--- config.mk ---
export PLATFORM = sky130hd
export DESIGN_NAME = oet_stream_sorter
export DESIGN_NICKNAME = d
export VERILOG_FILES = /design/src/rtl/oet_stream_sorter_pkg.sv /design/src/rtl/oet_cas.sv /design/src/rtl/oet_stream_sorter.sv
export SDC_FILE = /design/constraint.sdc
export NUM_CORES = 2
export LEC_CHECK = 0
export BUFFER_PORTS_ARGS = -buffer_cell sky130_fd_sc_hd__buf_4
export CAP_MARGIN = 25
export CORE_AREA = 2 2 389 391
export CTS_CLUSTER_DIAMETER = 30
export CTS_CLUSTER_SIZE = 12
export DETAILED_ROUTE_END_ITERATION = 8
export DIE_AREA = 0 0 391 393
export GPL_ROUTABILITY_DRIVEN = 0
export HOLD_SLACK_MARGIN = 0.06
export PLACE_DENSITY = 0.63
export SLEW_MARGIN = 5
export SYNTH_ARGS = -nofsm -noshare
export SYNTH_HDL_FRONTEND = slang
export SYNTH_SLANG_ARGS = --single-unit
--- constraint.sdc ---
create_clock -name CLK -period 15.1 [get_ports CLK]
set_clock_uncertainty 0.1 [all_clocks]
set_input_delay 0.755 -clock CLK [delete_from_list [all_inputs] [get_ports CLK]]
set_output_delay 0.755 -clock CLK [all_outputs]
set_load 0.05 [all_outputs]
--- src/rtl/oet_stream_sorter_pkg.sv ---
// Shared definitions for the odd-even transposition stream sorter:
// FSM state encoding and the block geometry derived from the log2 parameters.
package oet_stream_sorter_pkg;

   typedef enum logic [1:0] {
      LOAD  = 2'd0,
      SORT  = 2'd1,
      DRAIN = 2'd2
   } state_t;

   function automatic int calc_n(input int p_log);
      return 1 << p_log;
   endfunction

   function automatic int calc_l(input int l_log);
      return 1 << l_log;
   endfunction

   function automatic int calc_beats(input int p_log, input int l_log);
      return 1 << (p_log - l_log);
   endfunction

   localparam int DEF_P_LOG = 4;
   localparam int DEF_L_LOG = 2;
   localparam int N         = calc_n(DEF_P_LOG);
   localparam int L         = calc_l(DEF_L_LOG);
   localparam int BEATS     = calc_beats(DEF_P_LOG, DEF_L_LOG);

endpackage

--- src/rtl/oet_cas.sv ---
// Combinational compare-exchange of two adjacent records on their low KEYW bits.
// Equal keys never swap, which keeps the overall sort stable.
module oet_cas #(
   parameter int DATW = 64,
   parameter int KEYW = 32
) (
   input  logic            dir,
   input  logic [DATW-1:0] a,
   input  logic [DATW-1:0] b,
   output logic [DATW-1:0] x,
   output logic [DATW-1:0] y
);

   logic swap;

   assign swap = dir ? (a[KEYW-1:0] < b[KEYW-1:0])
                     : (a[KEYW-1:0] > b[KEYW-1:0]);
   assign x    = swap ? b : a;
   assign y    = swap ? a : b;

endmodule

--- src/rtl/oet_stream_sorter.sv ---
// Block sorter: loads N records in beats of L, runs N odd-even transposition
// passes in place, then streams the block out with valid/ready back-pressure.
module oet_stream_sorter
   import oet_stream_sorter_pkg::*;
#(
   parameter int P_LOG = 4,
   parameter int L_LOG = 2,
   parameter int DATW  = 64,
   parameter int KEYW  = 32
) (
   input  logic                       CLK,
   input  logic                       RST,
   input  logic [DATW*(1<<L_LOG)-1:0] DIN,
   input  logic                       DINEN,
   input  logic                       DIR,
   output logic                       DIN_RDY,
   output logic [DATW*(1<<L_LOG)-1:0] DOT,
   output logic                       DOTEN,
   input  logic                       DOT_RDY,
   output state_t                     state
);

   // Handshake: a beat moves on a rising edge only when its valid and ready are
   // both high; ready never depends on the same-side valid, and a stalled DOT holds.
   localparam int NR  = calc_n(P_LOG);
   localparam int LR  = calc_l(L_LOG);
   localparam int NB  = calc_beats(P_LOG, L_LOG);
   localparam int BW  = (P_LOG > L_LOG) ? (P_LOG - L_LOG) : 1;
   localparam int PW  = P_LOG;

   state_t          state_q, state_d;
   logic [BW-1:0]   in_cnt, out_cnt;
   logic [PW-1:0]   pass_cnt;
   logic            dir_q;
   logic [DATW-1:0] buf_q  [NR];
   logic [DATW-1:0] pass_d [NR];
   logic [DATW-1:0] cas_x  [NR-1];
   logic [DATW-1:0] cas_y  [NR-1];
   logic            in_fire, out_fire, in_last, out_last, pass_last, odd_pass;

   assign state     = state_q;
   assign in_fire   = DIN_RDY & DINEN;
   assign out_fire  = DOTEN & DOT_RDY;
   assign in_last   = (in_cnt == BW'(NB - 1));
   assign out_last  = (out_cnt == BW'(NB - 1));
   assign pass_last = (pass_cnt == PW'(NR - 1));
   assign odd_pass  = pass_cnt[0];

   always_ff @(posedge CLK) begin
      if (RST) state_q <= LOAD;
      else     state_q <= state_d;
   end

   // Flags are gated by RST so nothing is offered or accepted while reset is held.
   always_comb begin
      state_d = state_q;
      DIN_RDY = 1'b0;
      DOTEN   = 1'b0;
      case (state_q)
         LOAD: begin
            DIN_RDY = ~RST;
            if (in_fire && in_last) state_d = SORT;
         end
         SORT: begin
            if (pass_last) state_d = DRAIN;
         end
         DRAIN: begin
            DOTEN = ~RST;
            if (out_fire && out_last) state_d = LOAD;
         end
         default: state_d = LOAD;
      endcase
   end

   always_ff @(posedge CLK) begin
      if (RST) begin
         in_cnt   <= '0;
         out_cnt  <= '0;
         pass_cnt <= '0;
         dir_q    <= 1'b0;
      end else begin
         if (in_fire) begin
            in_cnt <= in_last ? '0 : in_cnt + 1'b1;
            if (in_cnt == '0) dir_q <= DIR;
         end
         if (in_fire && in_last)     pass_cnt <= '0;
         else if (state_q == SORT)   pass_cnt <= pass_last ? '0 : pass_cnt + 1'b1;
         if (out_fire) out_cnt <= out_last ? '0 : out_cnt + 1'b1;
      end
   end

   for (genvar i = 0; i < NR - 1; i++) begin : g_cas
      oet_cas #(
         .DATW (DATW),
         .KEYW (KEYW)
      ) u_cas (
         .dir (dir_q),
         .a   (buf_q[i]),
         .b   (buf_q[i+1]),
         .x   (cas_x[i]),
         .y   (cas_y[i])
      );
   end

   // Each interior slot belongs to exactly one active pair per pass: pair (k,k+1)
   // when k's parity matches the pass, otherwise pair (k-1,k). End slots idle on odd passes.
   for (genvar k = 0; k < NR; k++) begin : g_slot
      if (k == 0) begin : g_first
         assign pass_d[k] = odd_pass ? buf_q[k] : cas_x[k];
      end else if (k == NR - 1) begin : g_last
         assign pass_d[k] = odd_pass ? buf_q[k] : cas_y[k-1];
      end else if ((k % 2) == 1) begin : g_odd
         assign pass_d[k] = odd_pass ? cas_x[k] : cas_y[k-1];
      end else begin : g_even
         assign pass_d[k] = odd_pass ? cas_y[k-1] : cas_x[k];
      end
   end

   always_ff @(posedge CLK) begin
      if (RST) begin
         for (int k = 0; k < NR; k++) buf_q[k] <= '0;
      end else if (in_fire) begin
         for (int b = 0; b < NB; b++) begin
            if (in_cnt == BW'(b)) begin
               for (int j = 0; j < LR; j++) buf_q[b*LR + j] <= DIN[DATW*j +: DATW];
            end
         end
      end else if (state_q == SORT) begin
         for (int k = 0; k < NR; k++) buf_q[k] <= pass_d[k];
      end
   end

   always_comb begin
      DOT = '0;
      for (int b = 0; b < NB; b++) begin
         if (out_cnt == BW'(b)) begin
            for (int j = 0; j < LR; j++) DOT[DATW*j +: DATW] = buf_q[b*LR + j];
         end
      end
   end

endmodule

After elaboration in Yosys (flattened, before gate mapping)
Memory sizes are Yosys's and may differ from the RTL's.
Cells that the tools add are included.
{ "totals": {"n_memories": 1, "out_inout_bits": 260, "latch_bits": 0, "romBits": 0, "inputBits": 261, "ff_bits": 11, "ram_bits": 1024} }
{ "classes": {"addsub": 3, "n_mux": 128, "magnitude_cmp": 30, "div": 0, "n_reduce_logical": 8, "eq_ne": 12, "multipliers": 0, "n_shift": 0, "bitwise_logic": 35} }
{ "memory_table": {"columns": ["name", "depth", "word_bits", "read_ports", "rd_ports_with_merged_regs", "wr", "line_no", "source"], "rows": [
  ["buf_q", 16, 64, 16, 0, 16, "oet_stream_sorter.sv:35", "logic [DATW-1:0] buf_q [NR];"]
]} }
{ "op_table": {"columns": ["cell", "n"], "rows": [
  ["two-way mux 64 bit", 78],
  ["two-way mux 256 bit", 4],
  ["greater-than comparator 32 bit", 15],
  ["< comparator 32 bit", 15],
  ["two-way mux 1 bit", 39],
  ["OR 1 bit", 32],
  ["== test 2 bit, second input constant", 5],
  ["two-way mux 2 bit", 5],
  ["== test 2 x 1 -> 1 bit, second input constant", 3],
  ["logical NOT 2 bit", 3],
  ["!= test 2 bit, second input constant", 3],
  ["case mux 2 bit (3 select lines)", 1],
  ["adder 2 x 1 -> 2 bit, second input constant", 2],
  ["adder 4 x 1 -> 4 bit, second input constant", 1],
  ["== test 4 bit, second input constant", 1],
  ["two-way mux 4 bit", 1],
  ["AND reduction 3 bit", 1],
  ["AND 1 bit", 2],
  ["logical AND 1 bit", 2],
  ["AND reduction 2 bit", 1],
  ["OR reduction 2 bit", 1],
  ["inverter 1 bit", 1]
]} }

Logic depth before layout (Yosys ltp)
{ "depth": {"word_depth": 8, "ltp_mapped": 10} }

Hierarchy
Synthesis repeated with hierarchy kept, for this count alone.
{ "hier_totals": {"hier_cells": 9105, "area_unflattened_um2": 104240.0} }
{ "modules_own_cells": {"columns": ["module", "seq_area_each_um2", "cells_each", "area_each_um2", "instances"], "rows": [
  ["oet_stream_sorter", 30969.7, 5250, 59590.9, 1],
  ["oet_cas", 0.0, 257, 2976.6, 15]
]} }

Least setup slack after synthesis
No wires, ideal clock.
{ "synth_path": {"path_type": "input -> register", "start": "input port RST", "end": "memory buf_q[5][0] (netlist: buf_q[0][320]) (enable)", "n_path_buf": 1, "arrival_ns": 7.361, "stages": 6, "required_ns": 14.418, "path_slack_ns": 7.058, "cell_sequence": "nor3_1 and2_1 buf_2 a211oi_1 a31o_2 a211oi_1"} }
{ "synth_lines": {"columns": ["element", "line_no", "source"], "rows": [
  ["start: declaration", "oet_stream_sorter.sv:12", "input logic RST,"],
  ["end: declaration", "oet_stream_sorter.sv:35", null]
]} }

Worst setup path after layout
{ "layout_path": {"start": "register out_cnt[0]", "end": "output port DOT[25]"} }
{ "layout_via": {"elab_chain_len": 5, "elab_cells_between_ends": 8, "classes_between": "eq/ne: 3; mux: 4; reduce/logical: 1"} }
{ "layout_rtl": {"columns": ["element", "line_no", "source"], "rows": [
  ["start: declaration", "oet_stream_sorter.sv:32", "logic [BW-1:0] in_cnt, out_cnt;"],
  ["start signal: assignment", "oet_stream_sorter.sv:88", "if (out_fire) out_cnt <= out_last ? '0 : out_cnt + 1'b1;"],
  ["logical NOT 2 bit", "oet_stream_sorter.sv:136", "if (out_cnt == BW'(b)) begin"],
  ["two-way mux 256 bit (3 in a row)", "oet_stream_sorter.sv:136", null],
  ["two-way mux 256 bit (*)", "oet_stream_sorter.sv:136", null],
  ["end: declaration", "oet_stream_sorter.sv:17", "output logic [DATW*(1<<L_LOG)-1:0] DOT,"]
]} }
Every way passes the cells marked *; elsewhere a longest branch is shown, timed or not.

==> flow_summary.html <==
<table>
<tr><th>Metric</th><th>Value</th></tr>
<tr><th colspan="2">Run status</th></tr>
<tr><td>Outcome</td><td>completed</td></tr>
<tr><th colspan="2">Placement</th></tr>
<tr><td>Instance count after placement with tap cells included</td><td>10160</td></tr>
<tr><td>DPL Wire Length</td><td>192000 um</td></tr>
<tr><td>Placed Instance Area</td><td>about 78000 sq um</td></tr>
<tr><td>I/O Buffers</td><td>520</td></tr>
<tr><th colspan="2">Timing</th></tr>
<tr><td>Peak Freq</td><td>around 150 MHz</td></tr>
<tr><td>RSZ-0062 raised after global routing</td><td>false</td></tr>
<tr><td>Shortest clock period the worst path allows after layout</td><td>6.480 ns</td></tr>
<tr><td>Max transition margin</td><td>0.1770</td></tr>
<tr><td>Count of endpoints failing setup in the final report</td><td>0</td></tr>
<tr><td>Number of hold violations in the final report</td><td>0</td></tr>
<tr><td>Final max-slew violation count</td><td>0</td></tr>
<tr><td>Worst-Margin Slew</td><td>around 1.2 ns</td></tr>
<tr><td>Final total negative setup slack</td><td>0 ns</td></tr>
<tr><td>Final period utilization</td><td>0.4291</td></tr>
<tr><th colspan="2">Clock tree</th></tr>
<tr><td>Setup fix buffers added after clock tree synthesis</td><td>0</td></tr>
<tr><td>Later-pin clock latency in the skew report</td><td>0.91 ns</td></tr>
<tr><td>Buffers from clock root to sink, at most</td><td>4</td></tr>
<tr><td>H-tree level count</td><td>5</td></tr>
<tr><td>Clock slew at the register clock pins of the worst setup and hold paths</td><td>0.04 ns</td></tr>
<tr><td>TritonCTS buffer count</td><td>317</td></tr>
<tr><td>Clock tree from TritonCTS</td><td>done</td></tr>
<tr><td>Clock root buffer</td><td>clkbuf_16</td></tr>
<tr><td>Number of sinks on the clock net</td><td>a little over 1000</td></tr>
<tr><th colspan="2">Cells and area</th></tr>
<tr><td>Relative area change from synthesis to final layout</td><td>22.49%</td></tr>
<tr><td>Total non-filler cell area in the finished layout</td><td>around 89000 sq um</td></tr>
<tr><td>Final Non-Filler Cells</td><td>between 10000 and 15000</td></tr>
<tr><td>Commonest cells after routing, fill and taps aside</td><td>nand2_1, edfxtp_1, a21oi_1, nor2_1, mux2i_1</td></tr>
<tr><td>Number of nets in the final layout</td><td>approximately 9400</td></tr>
<tr><td>Fraction of final layout cells sized beyond drive strength 1</td><td>0.1296</td></tr>
<tr><td>Most common cell after layout, fill and taps aside</td><td>nand2_1</td></tr>
<tr><th colspan="2">Worst setup path</th></tr>
<tr><td>Critical path's largest stage delay</td><td>around 0.94 ns</td></tr>
<tr><td>Category of the most critical setup path</td><td>reg2out</td></tr>
<tr><td>Worst-path cell with the longest stage delay</td><td>buf_4</td></tr>
<tr><td>Kind of cell adding the most delay to the critical path</td><td>buffers and inverters</td></tr>
<tr><td>Ordered cell list for the critical path</td><td>inv_1 &gt; ha_4 &gt; buf_4 &gt; buf_4 &gt; buf_4 &gt; nor2_1 &gt; a21oi_1 &gt; o21ai_0 &gt; buf_4</td></tr>
<tr><td>Most used cell, CP</td><td>buf_4</td></tr>
<tr><td>Buffer and inverter count on the worst path</td><td>5</td></tr>
<tr><td>CP required</td><td>14.24 ns</td></tr>
<tr><td>Worst endpoint data arrival time</td><td>between 5 and 6 ns</td></tr>
<tr><td>Worst Setup Start Kind</td><td>flip-flop</td></tr>
<tr><td>Capturing element type of the critical path</td><td>output port</td></tr>
<tr><td>Critical-path maximum fanout</td><td>a little under 100</td></tr>
<tr><th colspan="2">Synthesis</th></tr>
<tr><td>Syn. warnings</td><td>0</td></tr>
<tr><td>Unique cell type count in the Yosys netlist</td><td>63</td></tr>
<tr><td>Average instance area after synthesis</td><td>8.908 sq um</td></tr>
<tr><td>Nets in the synthesized netlist</td><td>8933</td></tr>
<tr><td>Flops &amp; latches, synth</td><td>1035</td></tr>
<tr><td>Post-synthesis instance area</td><td>about 73000 sq um</td></tr>
<tr><td>Sequential-to-total area share from yosys stat</td><td>0.4248</td></tr>
<tr><td>EDFF count, synth</td><td>1024</td></tr>
<tr><td>Predominant post-synthesis flop cell</td><td>edfxtp_1</td></tr>
<tr><td>Cells after synthesis</td><td>about 8200</td></tr>
<tr><td>Proportion of synthesized flip-flops having asynchronous set or reset</td><td>0</td></tr>
<tr><th colspan="2">Drt</th></tr>
<tr><td>Router iterations before antenna repair</td><td>6</td></tr>
<tr><td>Total Routed Length</td><td>284700 um</td></tr>
<tr><td>Routed len/inst</td><td>26.39 um</td></tr>
<tr><td>First-iteration detailed-routing DRC count</td><td>8408</td></tr>
<tr><td>Mean number of vias per cell</td><td>6.253</td></tr>
<tr><td>Antenna violation net count after detailed routing</td><td>0</td></tr>
<tr><td>Routed vias</td><td>between 60000 and 70000</td></tr>
<tr><td>Drt drc</td><td>0</td></tr>
<tr><th colspan="2">Worst hold path</th></tr>
<tr><td>Path class of the lowest-slack min-delay path</td><td>in2reg</td></tr>
<tr><th colspan="2">Power</th></tr>
<tr><td>Leakage power total</td><td>34.55 nW</td></tr>
<tr><td>Power density over cell area</td><td>133.1 nW/um^2</td></tr>
<tr><td>Worst IR Drop VDD</td><td>0.0001026 V</td></tr>
<tr><th colspan="2">GRT</th></tr>
<tr><td>Remaining Overflow, GRT</td><td>0</td></tr>
<tr><td>Total track usage</td><td>0.3607</td></tr>
<tr><td>Initial antenna violation count</td><td>7</td></tr>
<tr><td>Wire length of the first global-routing pass</td><td>417500 um</td></tr>
<tr><td>Number of global-route vias before repair</td><td>roughly 65000</td></tr>
<tr><td>Largest net degree at the start of global routing</td><td>226</td></tr>
<tr><th colspan="2">Die</th></tr>
<tr><td>Die outline area</td><td>roughly 150000 sq um</td></tr>
<tr><td>Core box area</td><td>between 100000 and 150000 sq um</td></tr>
<tr><td>Rows</td><td>142</td></tr>
<tr><td>Initial Util</td><td>0.4884</td></tr>
<tr><td>Die H</td><td>393 um</td></tr>
<tr><td>Die width</td><td>391 um</td></tr>
<tr><td>Ports placed on the boundary</td><td>521</td></tr>
<tr><th colspan="2">Run</th></tr>
<tr><td>Max-cap violations</td><td>0</td></tr>
</table>
-- path summary, 6_finish.rpt --
| kind | cells after the start | to | slack [ns] | start |
|---|---|---|---|---|
| max | 9 | DOT[25] | 8.62 | out_cnt[0] |
| min | 3 | buf_q[0][190] | 0.1 | DIN[190] |
| max reg2reg | 10 | buf_q[0][439] | 9.88 | buf_q[0][347] |
| min reg2reg | 2 | pass_cnt[3] | 0.39 | pass_cnt[3] |
-- metal layers --
layer	vias up	track usage	wire length, um
met4	8	0.2147	18060
met5	-	0	45
li1	30350	-	-
met1	32140	0.4662	110000
met3	868	0.08808	30660
met2	4088	0.5483	126000
-- flip-flops by register name, indices dropped and copies added (netlist names) --
name      count
state         2
dir_q         1
buf_q      1024
out_cnt       2
pass_cnt      4
in_cnt        2
-- logic make-up (layout without fill, tap and decap cells) --
| family | Yosys count | count (layout) | share of synthesized area |
|---|---|---|---|
| XOR/XNOR | 4 | 4 | 0.0004807 |
| flip-flops | 1035 | 1035 | 0.4248 |
| buffers and inverters | 1099 | 1756 | 0.05752 |
| other | 0 | 3 | 0 |
| AND/OR/NAND/NOR | 2351 | 2351 | 0.1288 |
| AO/OA/AOI/OAI | 2337 | 2337 | 0.1847 |
| adder cells (fa/ha/maj) | 489 | 489 | 0.08393 |
| multiplexers | 868 | 868 | 0.1197 |
-- cells in the mapped netlist, types with 2 or more instances --
cell | n | share of area
a21bo_2 | 2 | 0.00027
ha_1 | 489 | 0.084
a31oi_1 | 13 | 0.0011
o21ai_1 | 3 | 0.00021
nand2_1 | 1207 | 0.062
and4_1 | 20 | 0.0024
nor2_1 | 928 | 0.048
o211a_1 | 3 | 0.00041
and2_0 | 3 | 0.00026
nor3_1 | 15 | 0.0010
inv_1 | 509 | 0.026
nand3_1 | 22 | 0.0015
mux2i_1 | 836 | 0.11
a221o_1 | 6 | 0.00082
or4_1 | 2 | 0.00021
a211oi_1 | 398 | 0.041
nand3b_1 | 3 | 0.00031
a22o_1 | 32 | 0.0038
o21a_1 | 4 | 0.00041
a2111o_1 | 5 | 0.00077
buf_1 | 60 | 0.0031
or3_1 | 10 | 0.00086
o211ai_1 | 26 | 0.0027
a31o_2 | 5 | 0.00060
a21oi_1 | 979 | 0.067
and2_1 | 3 | 0.00026
and3_1 | 3 | 0.00026
nand4_1 | 81 | 0.0070
nand2b_1 | 15 | 0.0013
nor2_2 | 3 | 0.00026
a221oi_1 | 14 | 0.0017
clkbuf_1 | 476 | 0.025
buf_2 | 54 | 0.0037
o21bai_1 | 64 | 0.0066
xnor2_1 | 3 | 0.00036
mux2_2 | 32 | 0.0049
o221ai_1 | 2 | 0.00024
nor2b_1 | 11 | 0.00094
dfxtp_1 | 11 | 0.0030
a21o_1 | 60 | 0.0062
o21ai_0 | 707 | 0.049
nor4_1 | 20 | 0.0017
edfxtp_1 | 1024 | 0.42
-- worst reg2reg max path, delay by kind of cell (launching register included) --
family          cells  cell delay [ns]
flops               1             0.46
compound gates      6             2.33
buf+inv             2             1.37
fa+ha+maj           1             0.35
simple gates        1             0.18
-- final cells by class --
| class | instances | area [sq um] |
|---|---|---|
| fill | 12930 | 59950 |
| inverter | 509 | 1911 |
| sequential | 1035 | 30970 |
| timing repair buffer | 699 | 5678 |
| clock buffer | 364 | 8300 |
| antenna | 3 | 7.507 |
| tap | 1944 | 2432 |
| clock inverter | 184 | 1978 |
| multi-input combinational | 6049 | 38010 |
-- through the flow --
step	worst slack [ns]	power [mW]	hold slack, ns	utilization
final	8.620	11.88	0.09548	0.5983
after global routing	8.266	12.21	0.08493	0.5983
after CTS	8.690	11.86	0.06037	0.5972
after detailed placement	9.612	5.356	0.3858	0.5236
after global placement	9.634	5.328	0.3738	0.5225
after floorplan	7.058	4.623	0.3584	-
-- power by group --
part	switching, mW	internal (mW)	total [mW]
combinational	1.19	0.545	1.73
sequential	0.237	3.42	3.65
clock	1.92	4.58	6.50
-- timing repair --
action,in CTS,in global routing
endpoints found under the hold margin,74,0
setup endpoints to repair,0,0
gates resized for setup,0,0
hold buffers,70,0
No activity file was read; power rests on OpenSTA's default activity.
